### src/rtl/pm_pkg.sv
// Shared helpers for the packet pacing generator and the receive-side rate monitor.
// Popcount, window byte budget / tolerance limits and a counter-width helper.
package pm_pkg;

    function automatic logic [7:0] popcount(input logic [63:0] v);
        logic [7:0] c;
        c = '0;
        for (int i = 0; i < 64; i++) begin
            c = c + {7'd0, v[i]};
        end
        return c;
    endfunction

    function automatic longint unsigned expected_bytes(
        input longint unsigned bw,
        input longint unsigned win,
        input longint unsigned freq
    );
        return (bw * win) / (64'd8 * freq);
    endfunction

    function automatic longint unsigned low_limit(
        input longint unsigned expv,
        input longint unsigned tol
    );
        return (expv * (64'd100 - tol)) / 64'd100;
    endfunction

    function automatic longint unsigned high_limit(
        input longint unsigned expv,
        input longint unsigned tol
    );
        return (expv * (64'd100 + tol)) / 64'd100;
    endfunction

    // Smallest width able to hold the values 0..n-1 (at least 1 bit).
    function automatic int cnt_width(input longint unsigned n);
        int w;
        w = 1;
        for (int i = 1; i < 64; i++) begin
            if ((64'd1 << i) < n) w = i + 1;
        end
        return w;
    endfunction

endpackage

### src/rtl/pm_gap_tracker.sv
// Tracks tlast-to-tlast spacing: saturating gap counter, arm flag and per-window min/max.
// The next-state min/max are exported so the closing window sees a gap landing on its last cycle.
module pm_gap_tracker
    import pm_pkg::*;
#(
    parameter int GAP_WIDTH = 16
) (
    input  logic                 clk,
    input  logic                 rst,
    input  logic                 i_clear,
    input  logic                 i_window_restart,
    input  logic                 i_tlast_beat,
    output logic [GAP_WIDTH-1:0] o_min_next,
    output logic [GAP_WIDTH-1:0] o_max_next
);

    logic [GAP_WIDTH-1:0] r_cnt;
    logic [GAP_WIDTH-1:0] r_min;
    logic [GAP_WIDTH-1:0] r_max;
    logic                 r_armed;
    logic [GAP_WIDTH-1:0] w_gap;
    logic                 w_meas;

    assign w_gap  = (&r_cnt) ? '1 : r_cnt + GAP_WIDTH'(1);
    assign w_meas = i_tlast_beat & r_armed;

    assign o_min_next = (w_meas && (w_gap < r_min)) ? w_gap : r_min;
    assign o_max_next = (w_meas && (w_gap > r_max)) ? w_gap : r_max;

    always_ff @(posedge clk) begin
        if (rst || i_clear) begin
            r_cnt   <= '0;
            r_armed <= 1'b0;
            r_min   <= '1;
            r_max   <= '0;
        end else begin
            if (i_tlast_beat) begin
                r_cnt   <= '0;
                r_armed <= 1'b1;
            end else if (!(&r_cnt)) begin
                r_cnt <= r_cnt + GAP_WIDTH'(1);
            end
            if (i_window_restart) begin
                r_min <= '1;
                r_max <= '0;
            end else begin
                r_min <= o_min_next;
                r_max <= o_max_next;
            end
        end
    end

endmodule

### src/rtl/pm_rate_monitor.sv
// Passive AXI-Stream tap: per-window byte/frame counts, min/max frame spacing
// and bandwidth tolerance flags, published as a one-cycle stats_valid snapshot.
module pm_rate_monitor
    import pm_pkg::*;
#(
    parameter int              DATA_WIDTH    = 64,
    parameter longint unsigned FREQUENCY     = 350000000,
    parameter longint unsigned BANDWIDTH     = 1000000000,
    parameter longint unsigned WINDOW_CYCLES = 350000,
    parameter longint unsigned TOLERANCE_PCT = 5,
    parameter int              CNT_WIDTH     = 32,
    parameter int              GAP_WIDTH     = 16,
    localparam int             KEEP_WIDTH    = DATA_WIDTH / 8
) (
    input  logic                  clk,
    input  logic                  rst,
    input  logic                  enable,
    input  logic                  mon_tvalid,
    input  logic                  mon_tready,
    input  logic                  mon_tlast,
    input  logic [KEEP_WIDTH-1:0] mon_tkeep,
    output logic                  stats_valid,
    output logic [CNT_WIDTH-1:0]  frame_count,
    output logic [CNT_WIDTH-1:0]  byte_count,
    output logic [GAP_WIDTH-1:0]  min_gap,
    output logic [GAP_WIDTH-1:0]  max_gap,
    output logic                  rate_low,
    output logic                  rate_high
);

    localparam longint unsigned EXPECTED =
        expected_bytes(BANDWIDTH, WINDOW_CYCLES, FREQUENCY);
    localparam longint unsigned LOW_LIMIT  = low_limit(EXPECTED, TOLERANCE_PCT);
    localparam longint unsigned HIGH_LIMIT = high_limit(EXPECTED, TOLERANCE_PCT);
    localparam int              WIN_W      = cnt_width(WINDOW_CYCLES);
    localparam logic [WIN_W-1:0] WIN_LAST  = WIN_W'(WINDOW_CYCLES - 64'd1);

    logic [WIN_W-1:0]     r_win;
    logic [CNT_WIDTH-1:0] r_bytes;
    logic [CNT_WIDTH-1:0] r_frames;
    logic                 r_stats_valid;
    logic [CNT_WIDTH-1:0] r_frame_count;
    logic [CNT_WIDTH-1:0] r_byte_count;
    logic [GAP_WIDTH-1:0] r_min_gap;
    logic [GAP_WIDTH-1:0] r_max_gap;
    logic                 r_rate_low;
    logic                 r_rate_high;

    logic                 w_beat;
    logic                 w_last_beat;
    logic                 w_term;
    logic [7:0]           w_pop;
    logic [CNT_WIDTH:0]   w_bsum;
    logic [CNT_WIDTH:0]   w_fsum;
    logic [CNT_WIDTH-1:0] w_bytes_next;
    logic [CNT_WIDTH-1:0] w_frames_next;
    logic [GAP_WIDTH-1:0] w_min_next;
    logic [GAP_WIDTH-1:0] w_max_next;
    logic [GAP_WIDTH-1:0] w_min_rep;

    assign w_beat      = mon_tvalid & mon_tready;
    assign w_last_beat = w_beat & mon_tlast;
    assign w_term      = enable && (r_win == WIN_LAST);
    assign w_pop       = w_beat ? popcount(64'(mon_tkeep)) : 8'd0;

    assign w_bsum = {1'b0, r_bytes} + (CNT_WIDTH + 1)'(w_pop);
    assign w_fsum = {1'b0, r_frames} + (CNT_WIDTH + 1)'(w_last_beat);
    assign w_bytes_next  = w_bsum[CNT_WIDTH] ? '1 : w_bsum[CNT_WIDTH-1:0];
    assign w_frames_next = w_fsum[CNT_WIDTH] ? '1 : w_fsum[CNT_WIDTH-1:0];

    // A window with no measured gap reports 0 for both extremes.
    assign w_min_rep = (w_max_next == '0) ? '0 : w_min_next;

    pm_gap_tracker #(
        .GAP_WIDTH(GAP_WIDTH)
    ) u_gap (
        .clk             (clk),
        .rst             (rst),
        .i_clear         (~enable),
        .i_window_restart(w_term),
        .i_tlast_beat    (w_last_beat),
        .o_min_next      (w_min_next),
        .o_max_next      (w_max_next)
    );

    always_ff @(posedge clk) begin
        if (rst) begin
            r_win         <= '0;
            r_bytes       <= '0;
            r_frames      <= '0;
            r_stats_valid <= 1'b0;
            r_frame_count <= '0;
            r_byte_count  <= '0;
            r_min_gap     <= '0;
            r_max_gap     <= '0;
            r_rate_low    <= 1'b0;
            r_rate_high   <= 1'b0;
        end else if (!enable) begin
            r_win         <= '0;
            r_bytes       <= '0;
            r_frames      <= '0;
            r_stats_valid <= 1'b0;
        end else begin
            r_stats_valid <= w_term;
            if (w_term) begin
                r_win         <= '0;
                r_bytes       <= '0;
                r_frames      <= '0;
                r_frame_count <= w_frames_next;
                r_byte_count  <= w_bytes_next;
                r_min_gap     <= w_min_rep;
                r_max_gap     <= w_max_next;
                r_rate_low    <= 64'(w_bytes_next) < LOW_LIMIT;
                r_rate_high   <= 64'(w_bytes_next) > HIGH_LIMIT;
            end else begin
                r_win    <= r_win + WIN_W'(1);
                r_bytes  <= w_bytes_next;
                r_frames <= w_frames_next;
            end
        end
    end

    assign stats_valid = r_stats_valid;
    assign frame_count = r_frame_count;
    assign byte_count  = r_byte_count;
    assign min_gap     = r_min_gap;
    assign max_gap     = r_max_gap;
    assign rate_low    = r_rate_low;
    assign rate_high   = r_rate_high;

endmodule
### config.mk
export PLATFORM = sky130hd
export DESIGN_NAME = pm_rate_monitor
export DESIGN_NICKNAME = d
export VERILOG_FILES = /design/src/rtl/pm_pkg.sv /design/src/rtl/pm_gap_tracker.sv /design/src/rtl/pm_rate_monitor.sv
export SDC_FILE = /design/constraint.sdc
export NUM_CORES = 1
export LEC_CHECK = 0
export ABC_AREA = 1
export CORE_MARGIN = 3
export CORE_UTILIZATION = 55
export DETAILED_ROUTE_END_ITERATION = 12
export DONT_BUFFER_PORTS = 1
export PLACE_DENSITY = 0.71
export SETUP_SLACK_MARGIN = 0.3
export SKIP_LAST_GASP = 1
export SYNTH_ARGS = -nofsm -noshare
export SYNTH_HDL_FRONTEND = slang
export SYNTH_HIERARCHICAL = 1
export SYNTH_SLANG_ARGS = --single-unit
### constraint.sdc
create_clock -name clk -period 13.9 [get_ports clk]
set_clock_uncertainty 0.05 [all_clocks]
set_input_delay 2.085 -clock clk [delete_from_list [all_inputs] [get_ports clk]]
set_output_delay 2.085 -clock clk [all_outputs]
set_load 0.02 [all_outputs]
==> results of run 1 <==
==> layout make-up <==
class                      instances  area [um2]  share of cell area, %
inverter                         236       885.9                  6.947
clock buffer                      35       723.2                  5.672
tap                              270       337.8                  2.649
clock inverter                    11       117.6                 0.9224
sequential                       231        4624                  36.27
timing repair buffer               5       37.54                 0.2944
multi-input combinational       1176        6025                  47.25
==> registers in the layout, summed over array words and instances (netlist names) <==
register,count
r_win,19
max_gap,16
stats_valid,1
u_gap/r_armed,1
u_gap/r_min,16
r_frames,32
r_bytes,32
rate_high,1
byte_count,32
u_gap/r_max,16
frame_count,32
rate_low,1
u_gap/r_cnt,16
min_gap,16
==> report_power, final <==
| group | internal [mW] | switching, mW | leakage [nW] | total, mW |
|---|---|---|---|---|
| Clock | 0.401 | 0.269 | 0.413 | 0.669 |
| Combinational | 0.0143 | 0.0327 | 3.96 | 0.0470 |
| Sequential | 0.663 | 0.000986 | 1.86 | 0.664 |
| Total | 1.08 | 0.302 | 6.23 | 1.38 |
==> synthesized netlist by cell type (2+ instances only) <==
master,count
nand2_1,350
nor2_1,254
dfxtp_1,231
inv_1,226
nand3_1,152
o21ai_0,104
a21oi_1,58
ha_1,42
clkbuf_1,31
nand2_2,24
nand4_1,21
nor3_1,21
nor2_2,19
xor2_1,17
nand3b_1,15
nor4_1,15
buf_2,14
xnor2_1,14
inv_2,9
nor2_4,8
a21oi_2,7
o211ai_1,7
or2_2,7
a31oi_1,6
fa_1,5
nand2_4,4
o21a_1,4
a211oi_1,3
nand3_2,3
o21ai_1,3
buf_1,2
buf_12,2
buf_6,2
nand3_4,2
nor3b_1,2
==> final timing paths <==
check                 to  slack [ps]  depth (start not counted)
max reg2reg  min_gap[15]        8530                         19
min             r_win[0]         410                          1
min reg2reg     r_win[0]         410                          1
max             rate_low        7740                         23
==> routing by layer <==
| layer | GRT usage [%] | vias to the layer above | share of wire (%) |
|---|---|---|---|
| li1 | - | 5365 | - |
| met1 | 35.55 | 4744 | 47 |
| met2 | 40.07 | 297 | 44 |
| met3 | 3.209 | 52 | 6.1 |
| met4 | 8.005 | 0 | 2.7 |
| met5 | 0 | - | 0 |
==> kinds of logic after synthesis <==
family	Yosys count
AO/OA/AOI/OAI	197
XOR/XNOR	31
adder cells (fa/ha/maj)	47
buffers and inverters	287
flip-flops	231
AND/OR/NAND/NOR	901
==> stage by stage <==
stage	power, mW	utilization, %
floorplan	0.7149	-
detailed placement	0.7257	57.75
CTS	1.395	61.82
global placement	0.7249	57.75
finish	1.381	61.82
global route	1.426	61.82
==> placed cells by master (no fill, tap or decap), types with 11 or more instances in the layout <==
master and instances:
nand2_1 350, nor2_1 254, dfxtp_1 231, inv_1 224, nand3_1 151, o21ai_0 104
a21oi_1 58, ha_1 42, clkbuf_16 25, nand2_2 24, nand4_1 21, nor3_1 20
nor2_2 19, xor2_1 17, nor4_1 15, nand3b_1 15, xnor2_1 14, inv_2 11
==> summary.md, run 1 <==
| Metric | Value |
|---|---|
| Kind of critical path | `in2reg` |
| WP data arrival | `6520 ps` |
| DR WL/cell | `15.26 um` |
| Core area | `0.02062 mm2` |
| Final Cycle Share | `44.32%` |
| Critical Path RT | `14,260 ps` |
| Critical-path cell list | `inv_1 > fa_1 > fa_1 > fa_1 > inv_1 > ha_1 > fa_1 > inv_1 > nor2_1 > fa_1 > nand2_1 > nand2_1 > nand3_2 > nor2_4 > nand2_4 > inv_2 > nor2_1 > nor2_1 > nand3_1 > nor2_1 > nand3_1 > nand2_1 > a21oi_1` |
| GRT Total Usage | `25.11%` |
| I/O Buffers | `0` |
| Synth Net Count | `1,755` |
| Mean post-synth cell area | `6.955 um2` |
| Cells after Synth | `1,694` |
| Max incr delay on CP | `550 ps` |
| Min-Delay Path Class | `reg2reg` |
| Vias in the first global route | `9,811` |
| Maximum VDD drop | `0.00008293 V` |
| Mapped Area | `0.01178 mm2` |
| Post-route cell area | `0.01275 mm2` |
| Final Slew Violations | `0` |
| Post-DP HPWL | `21,840 um` |
| Fillers | `1,972` |
| Via density | `5.325` |
| Share of cells above drive strength 1 | `8.087%` |
| Die X | `152.4 um` |
| First-pass DRT Iterations | `5` |
| Synth Area in Compound Gates | `9.144%` |
| Std-Cell Rows | `52` |
| Placer Congestion | `0.9330` |
| Slew at the pin with the worst max-slew slack | `1298 ps` |
| Worst Path Buf+Inv | `4` |
| Mux cell area share after synthesis | `0%` |
| H-tree levels | `1` |
| Layout Cells excl Fill | `1,964` |
| Max frequency | `162.3 MHz` |
| Hold slack | `410.0 ps` |
| Setup Buffers After CTS | `0` |
| Antenna diodes | `0` |
| Crit-path most repeated cell | `fa_1` |
| Total number of vias | `10,460` |
| Hold Fails Final Rpt | `0` |
| Chip height | `152.4 um` |
| Cell taking the most area after synthesis | `dfxtp_1` |
| Clock latency on the worst-skew pair | `520 ps` |
| Final ANT Viol Nets | `0` |
| DRC Markers | `0` |
| Netlist cell types | `45` |
| Crit path time final | `6160 ps` |
| Placed inst area | `0.01191 mm2` |
| Root buf cell | `clkbuf_16` |
| First-pass GRT wire length | `49,300 um` |
| Critical path endpoint category | `flip-flop` |
| Synth warnings | `6` |
| Outcome | `finished clean` |
| Worst path slowest cell | `fa_1` |
| CTS Buf Count | `25` |
| Overflow after GRT | `0` |
| Synth-to-Final Area Change | `8.231%` |
| Largest net degree at the start of global routing | `102` |
| Final setup viols | `0` |
| Worst setup SP type | `primary input` |
| Post-synth EDFFs | `0` |
| Post-cts resize count | `0` |
| CTS tree | `yes` |
| Simple-Gate Fraction of Synth Area | `34.29%` |
| CP Max Fanout | `24` |
| TNS Setup | `0 ps` |
| Worst hold path startpoint | `r_win[0]` |
| Final WL | `29,960 um` |
| Clk sinks | `231` |
| Seq/Total Area, Yosys | `39.25%` |
| Worst setup path startpoint | `mon_tkeep[0]` |
| Clock transition at path regs | `60 ps` |
| Maximum clock path buffer count | `3` |
| Synth area leaders | `dfxtp_1 39%, nand2_1 11%, nor2_1 8.1%, inv_1 7.2%, nand3_1 6.5%` |
| FF+latch count, synth | `231` |
| Relative slew margins | `13.50%` |
| Synthesized-area fraction occupied by adder cells | `5.310%` |
| Leak | `6.234 nW` |
| Worst r2r src | `u_gap/r_cnt[0]` |
| Area share of the largest cell type after synthesis | `39.25%` |
| Die area | `0.02321 mm2` |
| Synth async-reset ratio | `0%` |
| Commonest register cell after synthesis | `dfxtp_1` |
| Initial antenna violation count | `0` |
| Placed Instances | `1,918` |
| Crit-path leading delay family | `adder cells` |
| I/O pin cnt | `113` |
| Nets | `1,736` |
| Power per cell area | `108.3 mW/mm2` |
| Pre-CTS WS | `7233 ps` |
| Initial DRC Count | `766` |
| Worst setup margin | `7740 ps` |
| Xor/xnor share of the synthesized area | `2.305%` |
| Hold_buf cts | `0` |
| Initial cell density of the core | `57.12%` |
| Largest family of logic cells by synthesized area | `simple AND/OR/NAND/NOR gates` |
| Unrepaired setup endpoints after global routing | `false` |
| Max-Cap Viols | `0` |
No activity file was read; power rests on OpenSTA's default activity.
==> inputs of run 2 (changes only) <==
clock period = 6.35 ns   (was 13.9 ns; I/O delays follow)
==> run 2 against run 1 <==
Effect of this change:
- die area unchanged
- combinational power up 120%
- register-to-register slack worse by 7600 ps
- first-iteration DRC count up 3.5%
- critical path type is now reg2reg
==> summary.md, run 2 (synthesis results as in run 1) <==
| Metric | Value |
|---|---|
| Die X | `152.4 um` |
| Worst setup SP type | `flip-flop` |
| Worst setup path startpoint | `u_gap/r_cnt[0]` |
| Std-Cell Rows | `52` |
| TNS Setup | `0 ps` |
| Commonest non-fill, non-tap cell in the layout | `nand2_1` |
| Post-DP HPWL | `21,940 um` |
| Worst r2r src | `u_gap/r_cnt[0]` |
| Core area | `0.02062 mm2` |
| Unrepaired setup endpoints after global routing | `false` |
| Fillers | `1,897` |
| Share of cells above drive strength 1 | `8.151%` |
| Post-cts resize count | `0` |
| Overflow after GRT | `0` |
| First-pass DRT Iterations | `5` |
| Final Slew Violations | `0` |
| GRT Total Usage | `25.53%` |
| Initial antenna violation count | `0` |
| Hold Fails Final Rpt | `0` |
| Clk sinks | `231` |
| First-pass GRT wire length | `50,530 um` |
| Power per cell area | `239.7 mW/mm2` |
| Synth-to-Final Area Change | `8.326%` |
| Nets | `1,736` |
| WP data arrival | `5760 ps` |
| DRC Markers | `0` |
| I/O pin cnt | `113` |
| Reg2Reg Depth | `22` |
| CTS tree | `yes` |
| Die area | `0.02321 mm2` |
| Placed inst area | `0.01191 mm2` |
| Final Cycle Share | `84.98%` |
| Outcome | `finished clean` |
| Post-route cell area | `0.01276 mm2` |
| Final WL | `30,160 um` |
| Maximum clock path buffer count | `3` |
| Root buf cell | `clkbuf_16` |
| PnR Total Power | `3.059 mW` |
| Antenna diodes | `0` |
| Vias in the first global route | `9,978` |
| Leak | `6.252 nW` |
| Maximum VDD drop | `0.0002092 V` |
| Worst hold path startpoint | `r_win[0]` |
| DR WL/cell | `15.36 um` |
| End of the critical path | `min_gap[6]` |
| Largest net degree at the start of global routing | `102` |
| Chip height | `152.4 um` |
| Via density | `5.400` |
| H-tree levels | `1` |
| Reg2reg end | `min_gap[6]` |
| Total number of vias | `10,600` |
| Initial cell density of the core | `57.12%` |
| Crit path time final | `5396 ps` |
| Slew at the pin with the worst max-slew slack | `1294 ps` |
| Critical path endpoint category | `flip-flop` |
| Initial DRC Count | `793` |
| FF-to-FF setup slack | `950 ps` |
| Most frequent cells in the layout | `350 x nand2_1, 254 x nor2_1, 231 x dfxtp_1` |
| Clock transition at path regs | `60 ps` |
| CTS Buf Count | `25` |
| Final setup viols | `0` |
| Placer Congestion | `0.9629` |
| CP Max Fanout | `17` |
| Kind of critical path | `reg2reg` |
| Max frequency | `185.3 MHz` |
| Critical Path RT | `6710 ps` |
| Min-Delay Path Class | `reg2reg` |
| I/O Buffers | `0` |
| Relative slew margins | `13.72%` |
| Clock latency on the worst-skew pair | `530 ps` |
| Setup Buffers After CTS | `0` |
| Final ANT Viol Nets | `0` |
| Hold_buf cts | `0` |
| Max-Cap Viols | `0` |
==> run 2: how the worst min path moves through the flow <==
stage / to / cells after the start / slack (ps)
2_1_floorplan: r_win[0] / 1 / 370
3_3_place_gp: r_win[0] / 1 / 380
3_5_place_dp: r_win[0] / 1 / 390
4_1_cts: r_win[0] / 1 / 410
5_1_grt: rate_low / 1 / 420
6_report: r_win[0] / 1 / 400
==> run 2: critical path: stages (launching register included) <==
cell     delay, ps
dfxtp_1        350
ha_1           220
nand2_1         70
inv_1           50
nand2_1        140
nor2_4          80
nand2_2        230
inv_1          210
a21oi_1        310
inv_1          170
ha_1           300
nand2_1         60
nor2_1          50
nand2_1         50
nor2_1          50
a21oi_1       1010
nand3_1        210
nand2_1        160
inv_1           60
nor4_1         300
nand4_1        700
nand3_1        360
nand2_1         80
==> run 2: final cells by class <==
| type | instances | area, um2 | area share (%) |
|---|---|---|---|
| clock buffers | 31 | 688.2 | 5.392 |
| inverters | 236 | 885.9 | 6.941 |
| repair buffers | 5 | 37.54 | 0.2941 |
| well taps | 270 | 337.8 | 2.647 |
| flip-flops and latches | 231 | 4624 | 36.24 |
| multi-input cells | 1176 | 6025 | 47.21 |
| clock inverters | 14 | 163.9 | 1.284 |
==> run 2: power breakdown <==
group,switching (mW),internal (mW)
Clock,0.607,0.895
Sequential,0.00212,1.45
Combinational,0.0720,0.0314
Total,0.681,2.38
==> run 2: per-layer routing <==
| metal | track usage, % | wire length [um] | up-vias |
|---|---|---|---|
| li1 | - | - | 5373 |
| met1 | 36.06 | 13990 | 4837 |
| met2 | 41.38 | 13620 | 337 |
| met3 | 3.579 | 1813 | 54 |
| met4 | 6.507 | 728 | 0 |
| met5 | 0 | 0 | - |
==> run 2: per-stage QoR <==
| step | util (%) | hold slack (ps) | cells | worst slack [ps] |
|---|---|---|---|---|
| CTS | 61.88 | 407.2 | 1963 | 1027 |
| global route | 61.88 | 418.5 | 1963 | 431.4 |
| finish | 61.88 | 403.9 | 1963 | 953.9 |
| detailed placement | 57.75 | 392.8 | 1918 | 771.2 |
| global placement | 57.75 | 380.8 | 1918 | 948.7 |
| floorplan | - | 367.6 | 1694 | 1386 |
==> edit: new RTL, settings of run 2 <==
Set the parameter `WINDOW_CYCLES` to 175000 (it was 350000).
--- a/src/rtl/pm_rate_monitor.sv
+++ b/src/rtl/pm_rate_monitor.sv
@@ -7,5 +7,5 @@
     parameter longint unsigned FREQUENCY     = 350000000,
     parameter longint unsigned BANDWIDTH     = 1000000000,
-    parameter longint unsigned WINDOW_CYCLES = 350000,
+    parameter longint unsigned WINDOW_CYCLES = 175000,
     parameter longint unsigned TOLERANCE_PCT = 5,
     parameter int              CNT_WIDTH     = 32,
Behaviour: same outputs for any inputs over 10 cycles, from zero or initial values and one cycle with rst high; that may be too few to reach the edited logic, so the function may still have changed.
==> edit against run 2 <==
Non-clock buffer count rose by 5; worst setup slack gained 470 ps; global-route usage is 0.63 points higher; design area grew 1.3%; routed wire length up 2.8%; critical path depth rose by 3; sequential cell count fell by 1; power up 3.0%; area after synthesis up 0.42%; largest cell class unchanged.
==> edit: results <==
outcome:
  status: "finished clean"
synthesis:
  synth_cell_type_count: 46
  synth_common_cells: "370 x nand2_1, 266 x nor2_1, 249 x inv_1, 230 x dfxtp_1, 156 x nand3_1"
  synth-compound-area-share_pct: 8.40
  synth_cells: 1726
  yosys.area_share.adder_pct: 5.29
  yosys-top-cells-area: "dfxtp_1 39%, nand2_1 12%, nor2_1 8.4%"
  ys_seq_area_share_pct: 38.9
drt:
  detail_route.iter0.violations: 759
  via_per_inst: 5.39
  wl_met1_um: 14300
  wl_um: 31000
  wl_met2_um: 13800
  post_drt_wl_per_cell_um: 15.4
  wl_met3_um: 2220
power:
  internal_power_mw: 2.46
  ir_drop_uv: 213
  leakage_nw: 6.42
worst_setup_path:
  worst_ep_arrival_time_ps: 5300
  cp_slowest_cell: "nor4_1"
  cpPeakStageDelay_ps: 530
  ff2ff_path_depth: 25
  regToRegSetupSlack_ps: 1420
  r2r-end: "min_gap[11]$_SDFFE_PP0P_"
timing:
  whs_ps: 401
  max_slew.worst_pin.slew_ps: 899
worst_hold_path:
  hp-start: "r_win[0]$_SDFF_PP0_"
global_route:
  grtUsageMet1_pct: 35.5
  gr-usage-met3_pct: 5.65
  grt_pass1_wl_um: 51500
  grtUsageMet2_pct: 42.8
  grt_max_degree: 71
  grt_pass1_vias: 10401
placement:
  dp.cells: 1959
  globalplace.congestion: 0.945
cells_and_area:
  final_net_count: 1773
  fillers: 2027
  layout-drive-gt1-share_pct: 7.04
clock_network:
  numCtsBuffers: 26
==> edit: cell types whose count changed in the layout (fill, tap and decap cells not counted), moves of 5 or more <==
| cell | run 2 | this run |
|---|---|---|
| nand4_1 | 21 | 27 |
| nand2_1 | 350 | 370 |
| a21oi_1 | 58 | 45 |
| nand3_1 | 151 | 156 |
| inv_1 | 224 | 247 |
| or2_2 | 7 | 1 |
| a31oi_1 | 6 | 13 |
| nor2_2 | 19 | 5 |
| nor2_1 | 254 | 266 |
| buf_4 | 5 | 10 |
| nand3_2 | 4 | 9 |
==> edit: power groups by stage <==
stage                     logic [mW]  registers [mW]  clock network, mW
after floorplan               0.0761            1.48                  0
after global placement        0.0997            1.48                  0
after detailed placement       0.101            1.48                  0
after CTS                      0.102            1.45               1.62
after global routing           0.117            1.45               1.68
final                          0.102            1.45               1.60
==> edit: through the flow <==
stage	cell area [sq um]	setup slack, ps	util (%)
final	12900	1420	61.3
after global routing	12900	1080	61.3
after CTS	12900	1470	61.3
after detailed placement	12000	1000	56.9
after global placement	12000	1050	56.9
after floorplan	11800	1330	-
==> edit: worst reg2reg max path: stages (launching register included) <==
cell and delay [ps]:
dfxtp_1 410, ha_1 190, nand2_1 60, inv_1 70
nand2_1 110, nor2_4 200, nand2_2 210, inv_1 270
nor2_1 130, inv_1 140, ha_1 250, nand3_1 120
o211ai_1 110, nand2_1 80, o211ai_1 140, nand2_1 110
o211ai_2 350, nand2_2 450, nand2_1 100, nand2_1 100
inv_1 80, nor4_1 530, nand4_1 160, buf_4 240
nand3_1 130, nand2_1 60
==> edit: area by class of cell <==
type                       count  area share, %
multi-input combinational   1186           46.5
sequential                   230           35.6
clock inverter                16           1.78
tap                          275           2.66
timing repair buffer          10          0.580
inverter                     258           7.50
clock buffer                  32           5.36
